$ cat config.mk
export PLATFORM = sky130hd
export DESIGN_NAME = apb_fmac_seq
export DESIGN_NICKNAME = d
export VERILOG_FILES = /design/src/rtl/apb_fmac_seq.sv
export SDC_FILE = /design/constraint.sdc
export NUM_CORES = 1
export LEC_CHECK = 0
export CAP_MARGIN = 15
export CORE_MARGIN = 2
export CORE_UTILIZATION = 45
export CTS_CLUSTER_DIAMETER = 100
export CTS_CLUSTER_SIZE = 8
export DETAILED_ROUTE_END_ITERATION = 10
export PLACE_DENSITY = 0.72
export SLEW_MARGIN = 25
export SYNTH_ARGS = -nofsm -noshare
export SYNTH_HDL_FRONTEND = slang
export SYNTH_SLANG_ARGS = --single-unit
$ cat constraint.sdc
create_clock -name clk -period 7.7 [get_ports clk]
set_input_delay 1.54 -clock clk [delete_from_list [all_inputs] [get_ports clk]]
set_output_delay 1.54 -clock clk [all_outputs]
set_load 0.02 [all_outputs]
$ cat src/rtl/apb_fmac_seq.sv
// APB master sequencer for apb_fmac: writes A/B/C, starts the unit, polls STATUS
// until idle and returns RESULT (or an error after POLL_LIMIT busy polls).
module apb_fmac_seq #(
    parameter int POLL_GAP   = 2,
    parameter int POLL_LIMIT = 64
) (
    input  logic        clk,
    input  logic        rst,
    input  logic        in_valid,
    output logic        in_ready,
    input  logic [31:0] in_a,
    input  logic [31:0] in_b,
    input  logic [31:0] in_c,
    output logic        out_valid,
    input  logic        out_ready,
    output logic [31:0] out_data,
    output logic        out_err,
    output logic [4:0]  apb_paddr,
    output logic        apb_psel,
    output logic        apb_penable,
    output logic        apb_pwrite,
    output logic [31:0] apb_pwdata,
    input  logic [31:0] apb_prdata,
    input  logic        apb_pready
);
    typedef enum logic [3:0] {
        IDLE, WR_A, WR_B, WR_C, WR_CTL, GAP, POLL, RD_RES, OUT
    } state_t;

    localparam logic [4:0]  ADDR_A   = 5'h00;
    localparam logic [4:0]  ADDR_B   = 5'h04;
    localparam logic [4:0]  ADDR_C   = 5'h08;
    localparam logic [4:0]  ADDR_RES = 5'h0C;
    localparam logic [4:0]  ADDR_CTL = 5'h14;
    localparam logic [7:0]  GAP_LAST = 8'(POLL_GAP - 1);
    localparam logic [15:0] LIMIT    = 16'(POLL_LIMIT);

    state_t      state_r, state_s;
    logic        psel_r, psel_s, penable_r, penable_s, pwrite_r, pwrite_s;
    logic [4:0]  paddr_r, paddr_s;
    logic [31:0] pwdata_r, pwdata_s;
    logic [31:0] a_r, a_s, b_r, b_s, c_r, c_s;
    logic [7:0]  gap_cnt_r, gap_cnt_s;
    logic [15:0] poll_cnt_r, poll_cnt_s, poll_inc_s;
    logic        in_ready_r, in_ready_s, out_valid_r, out_valid_s, out_err_r, out_err_s;
    logic [31:0] out_data_r, out_data_s;

    // Next-state, bus phase and output computation
    always_comb begin
        state_s     = state_r;
        psel_s      = psel_r;
        penable_s   = penable_r;
        pwrite_s    = pwrite_r;
        paddr_s     = paddr_r;
        pwdata_s    = pwdata_r;
        a_s         = a_r;
        b_s         = b_r;
        c_s         = c_r;
        gap_cnt_s   = gap_cnt_r;
        poll_cnt_s  = poll_cnt_r;
        in_ready_s  = in_ready_r;
        out_valid_s = out_valid_r;
        out_err_s   = out_err_r;
        out_data_s  = out_data_r;
        poll_inc_s  = poll_cnt_r + 16'd1;

        case (state_r)
            IDLE: begin
                if (in_valid) begin
                    a_s        = in_a;
                    b_s        = in_b;
                    c_s        = in_c;
                    poll_cnt_s = 16'd0;
                    in_ready_s = 1'b0;
                    paddr_s    = ADDR_A;
                    pwrite_s   = 1'b1;
                    pwdata_s   = in_a;
                    state_s    = WR_A;
                end else begin
                    in_ready_s = 1'b1;
                end
            end
            GAP: begin
                if (gap_cnt_r == GAP_LAST) begin
                    psel_s    = 1'b1;
                    penable_s = 1'b0;
                    paddr_s   = ADDR_CTL;
                    pwrite_s  = 1'b0;
                    pwdata_s  = 32'h0;
                    state_s   = POLL;
                end else begin
                    gap_cnt_s = gap_cnt_r + 8'd1;
                end
            end
            OUT: begin
                if (out_ready) begin
                    out_valid_s = 1'b0;
                    out_err_s   = 1'b0;
                    out_data_s  = 32'h0;
                    in_ready_s  = 1'b1;
                    state_s     = IDLE;
                end else begin
                    out_valid_s = 1'b1;
                end
            end
            WR_A, WR_B, WR_C, WR_CTL, POLL, RD_RES: begin
                // Transfer states share one setup/access engine; the first entry from IDLE launches setup
                if (!psel_r) begin
                    psel_s    = 1'b1;
                    penable_s = 1'b0;
                end else if (!penable_r) begin
                    penable_s = 1'b1;
                end else if (apb_pready) begin
                    penable_s = 1'b0;
                    case (state_r)
                        WR_A: begin
                            paddr_s  = ADDR_B;
                            pwdata_s = b_r;
                            state_s  = WR_B;
                        end
                        WR_B: begin
                            paddr_s  = ADDR_C;
                            pwdata_s = c_r;
                            state_s  = WR_C;
                        end
                        WR_C: begin
                            paddr_s  = ADDR_CTL;
                            pwdata_s = 32'h0;
                            state_s  = WR_CTL;
                        end
                        WR_CTL, POLL: begin
                            if (state_r == POLL) begin
                                poll_cnt_s = poll_inc_s;
                            end else begin
                                poll_cnt_s = poll_cnt_r;
                            end
                            if (state_r == POLL && !apb_prdata[0]) begin
                                paddr_s  = ADDR_RES;
                                pwrite_s = 1'b0;
                                pwdata_s = 32'h0;
                                state_s  = RD_RES;
                            end else if (state_r == POLL && poll_inc_s >= LIMIT) begin
                                psel_s      = 1'b0;
                                out_valid_s = 1'b1;
                                out_err_s   = 1'b1;
                                out_data_s  = 32'h0;
                                state_s     = OUT;
                            end else if (POLL_GAP == 0) begin
                                paddr_s  = ADDR_CTL;
                                pwrite_s = 1'b0;
                                pwdata_s = 32'h0;
                                state_s  = POLL;
                            end else begin
                                psel_s    = 1'b0;
                                gap_cnt_s = 8'd0;
                                state_s   = GAP;
                            end
                        end
                        RD_RES: begin
                            psel_s      = 1'b0;
                            out_valid_s = 1'b1;
                            out_err_s   = 1'b0;
                            out_data_s  = apb_prdata;
                            state_s     = OUT;
                        end
                        default: begin
                            psel_s  = 1'b0;
                            state_s = IDLE;
                        end
                    endcase
                end else begin
                    penable_s = 1'b1;
                end
            end
            default: begin
                psel_s     = 1'b0;
                penable_s  = 1'b0;
                in_ready_s = 1'b1;
                state_s    = IDLE;
            end
        endcase
    end

    // State and registered outputs; reset releases the bus immediately
    always_ff @(posedge clk or posedge rst) begin
        if (rst) begin
            state_r     <= IDLE;
            psel_r      <= 1'b0;
            penable_r   <= 1'b0;
            pwrite_r    <= 1'b0;
            paddr_r     <= 5'h0;
            pwdata_r    <= 32'h0;
            a_r         <= 32'h0;
            b_r         <= 32'h0;
            c_r         <= 32'h0;
            gap_cnt_r   <= 8'd0;
            poll_cnt_r  <= 16'd0;
            in_ready_r  <= 1'b1;
            out_valid_r <= 1'b0;
            out_err_r   <= 1'b0;
            out_data_r  <= 32'h0;
        end else begin
            state_r     <= state_s;
            psel_r      <= psel_s;
            penable_r   <= penable_s;
            pwrite_r    <= pwrite_s;
            paddr_r     <= paddr_s;
            pwdata_r    <= pwdata_s;
            a_r         <= a_s;
            b_r         <= b_s;
            c_r         <= c_s;
            gap_cnt_r   <= gap_cnt_s;
            poll_cnt_r  <= poll_cnt_s;
            in_ready_r  <= in_ready_s;
            out_valid_r <= out_valid_s;
            out_err_r   <= out_err_s;
            out_data_r  <= out_data_s;
        end
    end

    assign in_ready    = in_ready_r;
    assign out_valid   = out_valid_r;
    assign out_data    = out_data_r;
    assign out_err     = out_err_r;
    assign apb_paddr   = paddr_r;
    assign apb_psel    = psel_r;
    assign apb_penable = penable_r;
    assign apb_pwrite  = pwrite_r;
    assign apb_pwdata  = pwdata_r;
endmodule

==> metrics <==
status=complete, no violations; dominant cells by area after synthesis=dfrtp_1 53%, nand2_1 14%, mux2i_1 4.3%; clock latency on the worst-skew pair=0.43 ns; Cells after DPL=1273; multiplexer area fraction after synthesis=under 10%; Critical Path RT=8.01 ns; Synth Cell Area=7755 um^2; Post-Syn Instances=898; ys async rst share=100.0%; Arrival @ worst endpoint=between 3 and 4 ns; initial core utilization=about 46%; worst path buffer plus inverter count=2; largest family of logic cells by synthesized area=simple AND/OR/NAND/NOR gates; worst slew pin tran=0.9962 ns; antenna violations before repair=0; gr usage total=22.26%; global-route wire length before repair=roughly 33 mm; H-tree depth=4; total congestion overflow=0; number of flops mapped to enable cells by yosys=0; Routed WL=approximately 20 mm; Clock Path Buffers=2; Crit. End Element=register; Post-DP HPWL=12.96 mm; Max Fanout on Critical Path=33; drt first pass iters=5; n_diodes=0; final worst path period share=46.34%; fin. max-slew vios=0; final setup margin=about 4.1 ns; delay-heaviest family, CP=buffers and inverters; Ys Warns=0; Die Ht=135.3 um; max cap viols=0; P per Cell Area=about 340 nW/um^2; vias in the first global route=6618; Seq cells post-synth=165; total CTS buffers=17; most frequent cells after synthesis=294 x nand2_1, 164 x dfrtp_1, 68 x nor2_1, 47 x clkbuf_1; Post-DRT Antenna Nets=0; CORE AREA=16700 um^2; post-CTS setup buffer count=0; CP Launch Type=input port; DR iter-0 viols=roughly 450; hold buffer count at CTS=0; drt drc=0; crit-path cells=clkdlybuf4s50_1, and3_1, nand3b_1, or3_1, a22oi_4, buf_4, mux2_1; Fmax=280.3 MHz; most common cell in the netlist=nand2_1; placer congestion estimate=0.8121; Post-Syn Area per Cell=about 8.6 um^2; RSZ-0062 raised after global routing=no; Setup Skew=0.01111 ns; pre-CTS setup slack=between 3 and 4 ns; Final min period=between 3 and 4 ns; Hold Fails Final Rpt=0; HP Class=register to register; pin count of the biggest net entering global routing=109; Post-Layout Cell Count=1305; ys flop type=dfrtp_1; sequential share of the synthesized area=53.26%; Final #Nets=1208; Area growth syn-to-layout=35.77%; die area=about 18000 um^2; via/cell ratio=just over 5; wire per inst=15.24 um; hold slack=approximately 0.48 ns; Chip Width=135.3 um; top-area cell type share of the netlist area=52.92%; slowest CP cell=buf_4; Distinct cells, synth=56; FP Rows=47; IO Port Bufs=205; Synth Area in Simple Gates=22.22%; area share of fa/ha/maj cells after synthesis=0.4840%; area leader, netlist=dfrtp_1; Finish-stage setup viols=0; Post-Route Setup TNS=0 ns; Vias=around 6.7k; Root Driver=clkbuf_16; maximum VDD drop=258.9 uV; Leakage=about 4.7 nW; CTS tree=built; clk sinks=165; Max-slew headroom=33.08%; CP peak stage delay=~0.49 ns; Synth Area in XOR/XNOR=0.9035%; # IOs=208; Compound-Gate Fraction of Synth Area=13.38%; CTS resizes=0; clock-pin transition on the worst setup and hold timing paths=0.07 ns; CP Class=input port to register; filler cell count=1460; fraction of layout cells with a size suffix above 1=just over 5%
cell usage in the layout, fill, tap and decap left out, types with 7 or more instances in the layout:
master	netlist	layout
buf_4	2	9
a21oi_1	45	45
nand3_1	12	12
mux2i_1	33	33
clkdlybuf4s50_1	0	205
inv_1	40	39
nor2_1	68	67
a31oi_1	7	7
dfrtp_1	164	164
o21ai_1	19	18
o21ai_0	45	45
clkbuf_16	0	17
nand2_1	294	293
a22oi_1	35	35
report_power, final:
group | internal (mW) | switching, mW
combinational | 0.536 | 0.785
sequential | 1.16 | 0.202
clock | 0.494 | 0.385
cell families (layout without fill, tap and decap cells):
logic type / Yosys count / count (layout)
other cells: 1 / 2
simple gates: 415 / 415
buf+inv: 100 / 286
compound gates: 172 / 172
flops: 165 / 165
xor+xnor: 8 / 8
mux: 34 / 34
fa+ha+maj: 3 / 3
per-stage QoR:
stage,power [mW],util [%],instance area (um^2)
after global routing,3.813,63.04,10530
after global placement,2.664,59.36,9913
final,3.566,63.04,10530
after floorplan,2.187,-,7759
after CTS,3.599,63.03,10530
after detailed placement,2.702,59.37,9916
worst register-to-register path, cell delays in order (launching register included):
cell and delay (ns):
dfrtp_1 0.57, nor3_1 0.88, and2_2 0.29, buf_4 0.58
nor2_1 0.31, o21ai_0 0.25, o21ai_0 0.11
flip-flops by register name, summed over array words and instances, names as in the netlist:
| name | count |
|---|---|
| state_r | 4 |
| c_r | 32 |
| apb_pwdata | 32 |
| out_data | 32 |
| apb_psel | 1 |
| b_r | 32 |
| in_ready | 1 |
| out_err | 1 |
| gap_cnt_r | 8 |
| poll_cnt_r | 16 |
| out_valid | 1 |
| apb_paddr | 3 |
| apb_pwrite | 1 |
| apb_penable | 1 |
area by class of cell:
| cell class | count | area [um^2] | area share (%) |
|---|---|---|---|
| clock buffer | 17 | 425.4 | 4.040 |
| clock inverter | 15 | 185.2 | 1.759 |
| inverter | 40 | 157.7 | 1.497 |
| multi-input combinational | 634 | 3236 | 30.73 |
| sequential | 165 | 4130 | 39.23 |
| tap | 220 | 275.3 | 2.614 |
| timing repair buffer | 214 | 2120 | 20.13 |
metal layers:
layer / up-vias / wire, um / GRT usage [%]
met2: 220 / 9331 / 35.53
met3: 23 / 1669 / 7.744
met5: - / 0 / 0
li1: 3313 / - / -
met1: 3102 / 8582 / 29.08
met4: 0 / 302 / 6.019
worst paths after layout:
path                            slack (ns)                    from  depth (start not counted)                         end
worst min-delay path                  0.48     c_r[20]$_DFFE_PP0P_                          2         c_r[20]$_DFFE_PP0P_
max in group asynchronous             4.79                     rst                          3         b_r[21]$_DFFE_PP0P_
min in group asynchronous             1.65                     rst                          2    out_data[23]$_DFFE_PP0P_
worst min register to register        0.48     c_r[20]$_DFFE_PP0P_                          2         c_r[20]$_DFFE_PP0P_
worst max-delay path                  4.13              apb_pready                          7         out_err$_DFFE_PP0P_
worst max register to register        4.58  state_r[0]$_DFFE_PP0P_                          6  poll_cnt_r[12]$_DFFE_PP0P_
Note: power is estimated with default switching activity, not from simulation.
